<file path="config.mk">
export PLATFORM = sky130hd
export DESIGN_NAME = axis_rr_fifo_arbiter
export DESIGN_NICKNAME = d
export VERILOG_FILES = /design/src/rtl/axis_rr_fifo_arbiter_pkg.sv /design/src/rtl/axis_rr_fifo_arbiter_rr_pick.sv /design/src/rtl/axis_rr_fifo_arbiter.sv
export SDC_FILE = /design/constraint.sdc
export NUM_CORES = 1
export LEC_CHECK = 0
export ABC_CLOCK_PERIOD_IN_PS = 5900
export CELL_PAD_IN_SITES_DETAIL_PLACEMENT = 0
export CELL_PAD_IN_SITES_GLOBAL_PLACEMENT = 1
export CORE_MARGIN = 1
export CORE_UTILIZATION = 31
export CTS_CLUSTER_SIZE = 24
export DETAILED_ROUTE_END_ITERATION = 7
export PLACE_DENSITY_LB_ADDON = 0.1
export SLEW_MARGIN = 30
export SYNTH_ARGS = -nofsm -noshare
export SYNTH_HDL_FRONTEND = slang
export SYNTH_HIERARCHICAL = 1
export SYNTH_SLANG_ARGS = --single-unit
</file>
<file path="constraint.sdc">
create_clock -name clk -period 5.9 [get_ports clk]
set_input_delay 1.77 -clock clk [delete_from_list [all_inputs] [get_ports clk]]
set_output_delay 1.77 -clock clk [all_outputs]
set_load 0.05 [all_outputs]
</file>
<file path="src/rtl/axis_rr_fifo_arbiter_pkg.sv">
// Shared definitions for the AXI-Stream round-robin FIFO arbiter.
//   - arb_state_e    : arbiter FSM encoding (IDLE / XFER)
//   - clog2_f        : constant ceil(log2) helper for counter widths
//   - last_bit_pos   : position of the end-of-packet flag in a FIFO word
//                      ({last, data}, so the flag sits just above the data)
package axis_rr_fifo_arbiter_pkg;

    typedef enum logic [0:0] {
        ST_IDLE = 1'b0,
        ST_XFER = 1'b1
    } arb_state_e;

    function automatic int clog2_f(input int value);
        int width;
        width = 0;
        for (int i = 0; i < 31; i++) begin
            if ((32'sd1 << i) < value) begin
                width = i + 1;
            end else begin
                width = width;
            end
        end
        return width;
    endfunction

    function automatic int last_bit_pos(input int data_width);
        return data_width;
    endfunction

endpackage

</file>
<file path="src/rtl/axis_rr_fifo_arbiter_rr_pick.sv">
// Combinational rotating-priority encoder.
// Ports:
//   req        : per-port request vector
//   last_grant : index of the most recently served port
//   winner     : first requesting port searching upward from last_grant+1, wrapping
//   any_req    : at least one request bit is set
module rr_priority_pick #(
    parameter int N        = 4,
    parameter int ID_WIDTH = 2
) (
    input  logic [N-1:0]        req,
    input  logic [ID_WIDTH-1:0] last_grant,
    output logic [ID_WIDTH-1:0] winner,
    output logic                any_req
);

    logic                found;
    logic [ID_WIDTH-1:0] cand;

    // Walk the ports in rotated order and keep the first requester seen.
    always_comb begin
        winner  = {ID_WIDTH{1'b0}};
        found   = 1'b0;
        cand    = {ID_WIDTH{1'b0}};
        for (int k = 1; k <= N; k++) begin
            cand = ID_WIDTH'((int'(last_grant) + k) % N);
            if (!found && req[cand]) begin
                winner = cand;
                found  = 1'b1;
            end else begin
                found  = found;
            end
        end
        any_req = |req;
    end

endmodule

</file>
<file path="src/rtl/axis_rr_fifo_arbiter.sv">
// Packet-level round-robin arbiter sharing one FIFO write port among N
// AXI-Stream inputs. A granted port owns the FIFO until its packet ends
// (or is force-terminated after MAX_BEATS beats), so packets never interleave.
// Ports:
//   clk, rst      : clock, asynchronous active-low reset
//   s_tdata_in    : packed per-port data, port i at [i*DATA_WIDTH +: DATA_WIDTH]
//   s_tvalid_in   : per-port valid
//   s_last_in     : per-port end-of-packet
//   s_tready_out  : per-port ready (only the owner may be ready)
//   fifo_wr_en    : FIFO write strobe
//   fifo_wdata    : FIFO word {last, data}
//   fifo_full     : FIFO full, stalls the owner
//   grant_valid   : a port currently owns the FIFO
//   grant_id      : owning port index
//   trunc_err     : one-cycle pulse after a packet was force-terminated
module axis_rr_fifo_arbiter
    import axis_rr_fifo_arbiter_pkg::*;
#(
    parameter int N          = 4,
    parameter int DATA_WIDTH = 8,
    parameter int MAX_BEATS  = 256,
    parameter int ID_WIDTH   = 2
) (
    input  logic                  clk,
    input  logic                  rst,
    input  logic [N*DATA_WIDTH-1:0] s_tdata_in,
    input  logic [N-1:0]          s_tvalid_in,
    input  logic [N-1:0]          s_last_in,
    output logic [N-1:0]          s_tready_out,
    output logic                  fifo_wr_en,
    output logic [DATA_WIDTH:0]   fifo_wdata,
    input  logic                  fifo_full,
    output logic                  grant_valid,
    output logic [ID_WIDTH-1:0]   grant_id,
    output logic                  trunc_err
);

    localparam int BEAT_W   = clog2_f(MAX_BEATS);
    localparam int LAST_BIT = last_bit_pos(DATA_WIDTH);

    arb_state_e          state_q, state_d;
    logic [ID_WIDTH-1:0] last_grant_q, last_grant_d;
    logic [BEAT_W-1:0]   beat_cnt_q, beat_cnt_d;
    logic                grant_valid_q, grant_valid_d;
    logic [ID_WIDTH-1:0] grant_id_q, grant_id_d;
    logic                trunc_err_q, trunc_err_d;

    logic [ID_WIDTH-1:0]   winner;
    logic                  any_req;
    logic [DATA_WIDTH-1:0] sel_data;
    logic                  eff_last;
    logic                  accept;

    rr_priority_pick #(
        .N        (N),
        .ID_WIDTH (ID_WIDTH)
    ) u_pick (
        .req        (s_tvalid_in),
        .last_grant (last_grant_q),
        .winner     (winner),
        .any_req    (any_req)
    );

    assign sel_data = s_tdata_in[grant_id_q*DATA_WIDTH +: DATA_WIDTH];
    // The beat counter reaching MAX_BEATS-1 forces the end of the packet,
    // which is also why the counter never has to wrap.
    assign eff_last = s_last_in[grant_id_q] | (beat_cnt_q == BEAT_W'(MAX_BEATS - 1));
    assign accept   = s_tvalid_in[grant_id_q] & ~fifo_full;

    // Next-state, counter and write-port muxing for the arbiter FSM.
    always_comb begin
        state_d       = state_q;
        last_grant_d  = last_grant_q;
        beat_cnt_d    = beat_cnt_q;
        grant_valid_d = grant_valid_q;
        grant_id_d    = grant_id_q;
        trunc_err_d   = 1'b0;
        s_tready_out  = {N{1'b0}};
        fifo_wr_en    = 1'b0;
        fifo_wdata    = {(DATA_WIDTH + 1){1'b0}};
        case (state_q)
            ST_IDLE: begin
                if (any_req) begin
                    grant_id_d    = winner;
                    grant_valid_d = 1'b1;
                    beat_cnt_d    = {BEAT_W{1'b0}};
                    state_d       = ST_XFER;
                end else begin
                    state_d       = ST_IDLE;
                end
            end
            ST_XFER: begin
                s_tready_out[grant_id_q]    = ~fifo_full;
                fifo_wr_en                  = accept;
                fifo_wdata[LAST_BIT]        = eff_last;
                fifo_wdata[DATA_WIDTH-1:0]  = sel_data;
                if (accept) begin
                    beat_cnt_d = beat_cnt_q + BEAT_W'(1);
                    if (eff_last) begin
                        last_grant_d  = grant_id_q;
                        grant_valid_d = 1'b0;
                        state_d       = ST_IDLE;
                        // Forced end: the source never flagged last on this beat.
                        trunc_err_d   = ~s_last_in[grant_id_q];
                    end else begin
                        state_d       = ST_XFER;
                    end
                end else begin
                    state_d = ST_XFER;
                end
            end
            default: begin
                state_d       = ST_IDLE;
                grant_valid_d = 1'b0;
            end
        endcase
    end

    // State, grant and counter registers.
    always_ff @(posedge clk or negedge rst) begin
        if (!rst) begin
            state_q       <= ST_IDLE;
            last_grant_q  <= ID_WIDTH'(N - 1);
            beat_cnt_q    <= {BEAT_W{1'b0}};
            grant_valid_q <= 1'b0;
            grant_id_q    <= {ID_WIDTH{1'b0}};
            trunc_err_q   <= 1'b0;
        end else begin
            state_q       <= state_d;
            last_grant_q  <= last_grant_d;
            beat_cnt_q    <= beat_cnt_d;
            grant_valid_q <= grant_valid_d;
            grant_id_q    <= grant_id_d;
            trunc_err_q   <= trunc_err_d;
        end
    end

    assign grant_valid = grant_valid_q;
    assign grant_id    = grant_id_q;
    assign trunc_err   = trunc_err_q;

endmodule

</file>
# Word-level counts from Yosys, hierarchy flattened

Index checks and enable logic that the tools add are counted.

ROM bits: 0
Output and inout bits: 18
Bits in latches: 0
RAM bits: 0
Bits of input ports: 43
Bits in registers: 15
Logic and storage cells: 78
Memories: 0

Add/subtract/negate cells: 5
Reduce and logical (&&, ||, !) cells: 12
Shift operators: 1
$mul: 0
Muxes and demuxes: 38
Eq/ne operators: 4
Order comparisons: 6
Bitwise operators: 6
Divide/modulo/power cells: 0

Operators with widths:

| kind                  | number |
|---|---|
| $shiftx A32 B6 Y8     | 1 |
| $mux W1               | 20 |
| $mux W8               | 2 |
| $pmux W8 S2           | 1 |
| $lt A2 B3 Y1 const B  | 5 |
| $bmux W1 S2           | 6 |
| $mux W9               | 1 |
| $add A8 B1 Y8 const B | 1 |
| $eq A8 B8 Y1 const B  | 1 |
| $mux W2               | 4 |
| $reduce_and A3 Y1     | 2 |
| $add A2 B1 Y2 const B | 2 |
| $add A2 B2 Y2 const B | 2 |
| $and A4 B4 Y4         | 1 |
| $logic_and A1 B1 Y1   | 4 |
| $mux W4               | 1 |
| $ne A2 B1 Y1 const B  | 2 |
| $pmux W1 S2           | 2 |
| $reduce_and A2 Y1     | 2 |
| $reduce_or A4 Y1      | 1 |
| $logic_not A1 Y1      | 3 |
| $not A1 Y1            | 3 |
| $demux W1 S2          | 1 |
| $ge A2 B1 Y1 const B  | 1 |
| 3 further kinds       | 3 |

# Longest topological paths before layout

Gate-level depths: netlist of the first run.

Depth in word-level cells: 13
Gate-level depth with buffers: 6
Mapped depth without buffers: 6

# Modules after synthesis

Netlist of the first run, hierarchy kept.

By module, submodules not included:

| module               | times used | area an instance (um^2) | seq. area each (um^2) | cells each |
|---|---|---|---|---|
| axis_rr_fifo_arbiter | 1          | 1074.8                  | 377.9                 | 99 |
| rr_priority_pick     | 1          | 81.3                    | 0.0                   | 14 |

# Worst setup path before layout of the first run

No wires, ideal clock.

Path type: input port to output port
Start: in fifo_full
End: out s_tready_out[0]
Required time: 4.130 ns
Buffers on the path: 0
Setup slack: 0.911 ns
Stages on the path: 1
Data arrival time: 3.219 ns
Cells stage by stage: nor4_1

Word-level cells in the longest chain between the ends: 3

Ends and longest elaborated chain:

| item                           | RTL line                   | source |
|---|---|---|
| start: declaration             | axis_rr_fifo_arbiter.sv:32 | `input logic fifo_full,` |
| $not A1 Y1                     | axis_rr_fifo_arbiter.sv:93 | `s_tready_out[grant_id_q] = ~fifo_full;` |
| $and A4 B4 Y4 (no source line) | -                          |  |
| $mux W4                        | axis_rr_fifo_arbiter.sv:81 | `case (state_q)` |
| end: declaration               | axis_rr_fifo_arbiter.sv:29 | `output logic [N-1:0] s_tready_out,` |

No other way between the ends.

# Worst setup path after layout of the first run

Start: in s_tvalid_in[3]
End: out fifo_wr_en

Word-level cells in the longest chain between the ends: 4

Ends and longest elaborated chain:

| item                          | RTL line                   | source |
|---|---|---|
| start: declaration            | axis_rr_fifo_arbiter.sv:27 | `input logic [N-1:0] s_tvalid_in,` |
| $bmux W1 S2                   | axis_rr_fifo_arbiter.sv:68 | `assign accept = s_tvalid_in[grant_id_q] & ~fifo_full;` |
| $mux W1 (implied by the code) | axis_rr_fifo_arbiter.sv:68 |  |
| $and A1 B1 Y1                 | axis_rr_fifo_arbiter.sv:68 |  |
| $mux W1                       | axis_rr_fifo_arbiter.sv:81 |  |
| end: declaration              | axis_rr_fifo_arbiter.sv:30 | `output logic fifo_wr_en,` |

No other way between the ends. The select of a mux whose other input is x is not followed.

==> metrics, run 1 <==
status=completed; Post-synth EDFFs=0; largest net degree at the start of global routing=20; slowest CP cell=clkdlybuf4s50_1; final hold slack=about 0.47 ns; first-pass GRT wire length=5.55 mm; CORE AREA=~0.0034 mm²; mapped cell area=roughly 0.0012 mm²; Critical Path End Type=primary output; Final setup viols=0; distinct cell type count after synthesis=40; Power Total=between 0.8 and 0.9 mW; Ys Warns=6; H-tree Lvls=1; Setup TNS Final=0 ns; clk root buf=clkbuf_8; area leader, netlist=dfrtp_1; dpl ws=0.336 ns; critical path cell sequence=clkdlybuf4s50_1 > mux4_2 > nand2_4 > inv_1 > clkdlybuf4s50_1; PwrDens=~480 mW/mm²; worst r2r src=grant_id[0]; FMAX=180 MHz; WP data arrival=3.79 ns; Synth Register Bits=15; Hold Buf Count CTS=0; worst slew pin tran=a little under 0.8 ns; row count=21; Via density=about 5.3; critical path class=in -> out; Flop pwr share=24.2%; die height=63.1 µm; routed wire length=approximately 3.2 mm; initial antenna violation count=0; Worst setup SP type=primary input; gp weighted congestion=0.797; Buf+Inv Stages, Crit Path=3; Hold Path Depth=1; synth top area cells=dfrtp_1, mux4_2, nand3_1, dfstp_2, and2_1; first-pass detailed-route iteration total=4; vias in the first global route=1139; FF/Latch Area=378 µm²; switching power=0.442 mW; Initial Utilization=33.6%; number of remaining DRC errors=0; max cap viols=0; Clk pwr share=under 10%; HP Class=reg -> reg; top-area cell type share of the netlist area=between 20 and 30%; sequential fraction of the synthesis area=roughly a third; Pleak=0.751 nW; Skew-Pair Late Insertion Delay=around 0.25 ns; Slew headroom=48.5%; switch share=50.4%; Layout Skew=0.00221 ns; detailed-route via count=roughly 1200; Crit Reg-Reg Endpoint=last_grant_q[0]; worst vdd ir=0.000227 V; hold path startpoint=beat_cnt_q[7]; ys flop type=dfrtp_1; post_cts resized=0; final hold vios=0; post-CTS setup buffer count=0; Syn Inst Count=113; initial drt markers=27; worst path required time=4.13 ns; Diodes inserted=0; Worst-path clk slew=around 0.060 ns; Routed WL per cell=between 10 and 15 µm; asr flop ratio synth=100%; multi-input logic area=727 µm²; smallest setup slack after layout=approximately 0.34 ns; IO Pins=61; Area Overhead vs Synth=57.8%; Post-Syn Nets=157; Buffers on Ports=60; Hold Crit Endpoint=beat_cnt_q[7]; delay of the slowest cell on the worst path=approximately 0.7 ns; Pins Over Slew Limit=0; number of clock sinks=15; Reg2Reg Depth=4; critical path peak fanout=19; critical path's top delay family=buffers and inverters; Clock Tree Buf Depth=2; Die W=63.1 µm; Pint=0.436 mW; number of antenna-violating nets in the routed design=0; Comb pwr share=~66%; TritonCTS clock tree=built; Die ar.=between 0.003 and 0.004 mm²; CTS Buf Count=3; GRT overflow=0; Final Critical Period=5.56 ns; layout net count=216; GRT Resource Usage Total=17.8%; fillers=314; flop2flop setup slack=3.68 ns; RSZ-0062 raised after global routing=false; Most Frequent Cell on Critical Path=clkdlybuf4s50_1; Synth top cells by count=dfrtp_1, nand2_1, nand3_1; Final Cycle Share=between 90% and 100%; HPWL Detailed=2.48 mm; share of layout cells above drive strength 1=12.3%; average size of a mapped cell=slightly above 10 µm²
## cell families (layout without fill, tap and decap cells)
kind of cell    count (synthesis)  count (layout)  share of synthesized area (%)
xor+xnor                        1               1                          0.758
fa+ha+maj                       1               1                           1.08
mux                            14              14                           24.1
compound gates                 15              15                           10.9
simple gates                   57              57                           26.0
flops                          15              15                           32.7
buf+inv                        10              68                           4.44
## flip-flops by register name (all words and copies together) (netlist names)
signal and count:
last_grant_q 2, grant_id 2, trunc_err 1, state_q 1, beat_cnt_q 8, grant_valid 1
## per-stage QoR
stage	utilization, %	instance area [µm²]	std cells
finish	53.0	1820	217
global route	53.0	1820	217
CTS	53.0	1820	217
detailed placement	51.7	1780	213
global placement	51.7	1780	213
floorplan	-	1160	113
## cells in the final DEF (no fill, tap or decap), types with 2 or more instances in the layout
cell / instances
nor2_1: 7
nand3_1: 12
clkbuf_8: 3
o21ai_0: 2
and3_1: 4
dfrtp_1: 13
mux4_2: 9
a21oi_1: 4
mux2i_1: 2
clkdlybuf4s50_1: 60
inv_1: 4
nor2b_1: 2
dfstp_2: 2
mux2_4: 2
nand2_1: 13
nor4_1: 2
and2_1: 8
## worst max path at each step
stage | depth (start not counted) | slack (ns) | startpoint | end
after floorplan | 1 | 0.91 | fifo_full | s_tready_out[0]
after global placement | 5 | 0.36 | s_tvalid_in[3] | fifo_wr_en
after detailed placement | 5 | 0.34 | s_tvalid_in[3] | fifo_wr_en
after CTS | 5 | 0.34 | s_tvalid_in[3] | fifo_wr_en
after global routing | 5 | 0.24 | s_tvalid_in[3] | fifo_wr_en
final | 5 | 0.34 | s_tvalid_in[3] | fifo_wr_en
## per-layer routing
layer	GRT usage (%)	routed length [µm]
met5	0	0
met3	3.99	307
met1	24.7	1510
met4	9.01	85
met2	25.7	1330
## layout make-up
class	count	area share, %
inverters	4	0.823
flip-flops and latches	15	20.7
multi-input cells	88	39.8
repair buffers	60	32.9
clock inverters	1	0.274
clock buffers	3	2.26
well taps	46	3.16
## power groups by stage
| stage | Combinational, mW | Sequential [mW] | Clock (mW) |
|---|---|---|---|
| CTS | 0.584 | 0.215 | 0.0870 |
| detailed placement | 0.583 | 0.217 | 0 |
| floorplan | 0.425 | 0.201 | 0 |
| global placement | 0.579 | 0.216 | 0 |
| global route | 0.618 | 0.225 | 0.0927 |
| finish | 0.582 | 0.212 | 0.0840 |
No activity file was read; power rests on OpenSTA's default activity.
==> run 2: changes to the inputs <==
--- a/config.mk
+++ b/config.mk
@@ -13,6 +13,7 @@
 export CTS_CLUSTER_SIZE = 24
 export DETAILED_ROUTE_END_ITERATION = 7
 export PLACE_DENSITY_LB_ADDON = 0.1
+export SKIP_CTS_REPAIR_TIMING = 1
 export SLEW_MARGIN = 30
 export SYNTH_ARGS = -nofsm -noshare
 export SYNTH_HDL_FRONTEND = slang
==> results of run 2 <==
Same layout as run 1: the final DEF is identical, and so are final timing and power.
==> run 3: changes to the inputs <==
--- a/config.mk
+++ b/config.mk
@@ -6,6 +6,7 @@
 export NUM_CORES = 1
 export LEC_CHECK = 0
 export ABC_CLOCK_PERIOD_IN_PS = 5900
+export CAP_MARGIN = 10
 export CELL_PAD_IN_SITES_DETAIL_PLACEMENT = 0
 export CELL_PAD_IN_SITES_GLOBAL_PLACEMENT = 1
 export CORE_MARGIN = 1
==> results of run 3 <==
Same layout as run 1: the final DEF is identical, and so are final timing and power.
==> edit, RTL diff (settings of run 2) <==
The parameter `MAX_BEATS` goes from 256 to 512.
--- a/src/rtl/axis_rr_fifo_arbiter.sv
+++ b/src/rtl/axis_rr_fifo_arbiter.sv
@@ -18,7 +18,7 @@
 #(
     parameter int N          = 4,
     parameter int DATA_WIDTH = 8,
-    parameter int MAX_BEATS  = 256,
+    parameter int MAX_BEATS  = 512,
     parameter int ID_WIDTH   = 2
 ) (
     input  logic                  clk,
Formal check against the unedited RTL: no difference found for any inputs over 10 cycles, from zero or initial values and one cycle with rst low; that may be too few to reach the edited logic, so the function may still have changed.
==> edit against run 2 <==
Power grew 10%; wire length grew 1.8%; sequential power grew 12%; area after synthesis grew 7.4%; die area grew 7.1%; register-to-register slack lost 0.05 ns; setup slack gained 0.28 ns; sequential cell count grew 1; hold slack gained 0.014 ns; final area grew 4.9%; non-clock buffer count grew 1; critical endpoint is now fifo_wdata[8]; highest routed layer unchanged.
==> edit: results (changes against run 2) <==
| Metric | Value |
|---|---|
| CTS buffer count | 3 (unchanged) |
| Post-synthesis compound-gate area fraction | 10.58% (was 10.93%) |
| Layout cells sized above 1 | 14.29% (was 12.28%) |
| RR Endpoint | beat_cnt_q[2] (was last_grant_q[0]) |
| Worst-Skew Late Latency | 0.25 ns (about the same) |
| Cells after Synth | 124 (was 113) |
| Number of flip-flops in the largest register | 9 (was 8) |
| Main synth FF type | dfrtp_1 (unchanged) |
| Biggest register | beat_cnt_q (unchanged) |
| H-tree levels | 1 (unchanged) |
| Mux cell area share after synthesis | 24.70% (was 24.13%) |
| Hpwl dp | 2.595 mm (was 2.482 mm) |
| TritonRoute pass-1 iters | 4 (unchanged) |
| First-pass GRT wire length | 5.361 mm (was 5.554 mm) |
| Synthesis Warnings | 6 (unchanged) |
| Worst slew pin tran | 0.7153 ns (was 0.7720 ns) |
| Status | complete, no violations (unchanged) |
| Post-Syn Nets | 169 (was 157) |
| Hold crit path type | reg -> reg (unchanged) |
| Maximum VDD drop | 232.5 uV (was 227.5 uV) |
| R2R depth | 5 (was 4) |
| Hold Crit Start | grant_valid (was beat_cnt_q[7]) |
| TritonCTS clock tree | yes (unchanged) |
| Largest net degree at the start of global routing | 22 (was 20) |
| Worst R2R Setup Slack | 3.63 ns (was 3.68 ns) |
| Main area contributors after synthesis | dfrtp_1 28%, mux4_2 15%, nand2_1 5.7% (was dfrtp_1 28%, mux4_2 18%, nand3_1 5.2%) |
| Worst-path maximum fanout | 2 (was 19) |
| Drt drc | 0 (unchanged) |
| Post-synthesis xor/xnor area fraction | 0% (was 0.7576%) |
| Data arrival, critical path | 3.52 ns (was 3.79 ns) |
| Worst Hold End | grant_valid (was beat_cnt_q[7]) |
| DR WL/cell | 14.31 um (was 14.90 um) |
| Final Skew | 0.003557 ns (was 0.002210 ns) |
| Post-synthesis adder-cell area fraction | 2.016% (was 1.082%) |
| Placed Instances | 226 (was 213) |
| Leakage | 0.7922 nW (was 0.7506 nW) |
| Vias in the first global route | 1132 (was 1139) |
| Top cells by count, synth | 19 x nand2_1, 14 x dfrtp_1, 9 x and2_1, 9 x nor2_1, 8 x mux4_2 (was 13 x dfrtp_1, 13 x nand2_1, 12 x nand3_1) |
| Initial antenna violation count | 0 (unchanged) |
| Clk root buf | clkbuf_8 (unchanged) |
| Violation count after the first detailed-route iteration | 33 (was 27) |
| Port Buffers | 60 (unchanged) |
| Gpl congestion | 0.7580 (was 0.7965) |
| Post-synth cell types | 40 (unchanged) |
| Sw Pwr | 0.0004788 W (was 0.0004425 W) |
| Vias per cell | 5.139 (was 5.336) |
| Register area share after synthesis | 32.46% (was 32.68%) |
| Drt total wl | 3.292 mm (was 3.233 mm) |
| CTS Buffer Depth | 2 (unchanged) |
| GRT Util Overall | 16.57% (was 17.80%) |
## edit: per-layer routing
| layer | routed length, um | vias to the layer above | share of wire [%] | track usage, % |
|---|---|---|---|---|
| met1 | 1607 | 567 | 49 | 22.79 |
| met3 | 178 | 4 | 5.4 | 2.951 |
| met5 | 0 | - | 0 | 0 |
| met2 | 1468 | 42 | 45 | 26.03 |
| met4 | 38 | 0 | 1.2 | 5.707 |
| li1 | - | 569 | - | - |
## edit: how the worst max path moves through the flow
| stage | endpoint | cells past startpoint | slack, ns | start |
|---|---|---|---|---|
| global route | fifo_wdata[8] | 5 | 0.50 | s_last_in[1] |
| CTS | fifo_wdata[8] | 5 | 0.60 | s_last_in[3] |
| detailed placement | fifo_wdata[8] | 5 | 0.61 | s_last_in[3] |
| finish | fifo_wdata[8] | 5 | 0.61 | s_last_in[3] |
| floorplan | s_tready_out[0] | 2 | 1.33 | fifo_full |
| global placement | fifo_wdata[3] | 4 | 0.65 | s_tdata_in[3] |
## edit: per-stage QoR
step	hold WS, ns	setup slack, ns	utilization, %	power, W	area [um2]
detailed placement	0.4813	0.6104	49.93	0.0008955	1869
floorplan	0.4448	1.328	-	0.0006982	1241
global placement	0.4590	0.6457	49.93	0.0008868	1869
CTS	0.4923	0.6038	51.14	0.0009794	1914
global route	0.5112	0.4989	51.14	0.001036	1914
finish	0.4826	0.6122	51.14	0.0009680	1914
## edit: final cells by class
| class | instances | area (um2) |
|---|---|---|
| Clock buffer | 4 | 45.04 |
| Multi-Input combinational cell | 98 | 777.0 |
| Timing Repair Buffer | 61 | 618.1 |
| Sequential cell | 16 | 402.9 |
| Fill cell | 360 | 1829 |
| Tap cell | 48 | 60.06 |
| Inverter | 3 | 11.26 |
## edit: critical path, cell delays in order
cell             delay (ns)
clkdlybuf4s50_1        0.45
mux2i_1                0.08
a22oi_1                0.26
and2_1                 0.16
clkdlybuf4s50_1        0.80
## edit: power groups by stage
stage / sequential [W] / combinational, W / clock (W)
4_1_cts: 0.000241 / 0.000652 / 0.0000859
2_1_floorplan: 0.000223 / 0.000475 / 0
5_1_grt: 0.000255 / 0.000690 / 0.0000916
3_5_place_dp: 0.000243 / 0.000652 / 0
3_3_place_gp: 0.000239 / 0.000647 / 0
6_report: 0.000238 / 0.000647 / 0.0000825
## edit: cells by family after synthesis
family                   count (synthesis)
AO/OA/AOI/OAI                           17
AND/OR/NAND/NOR                         59
multiplexers                            20
adder cells (fa/ha/maj)                  2
buffers and inverters                   10
flip-flops                              16
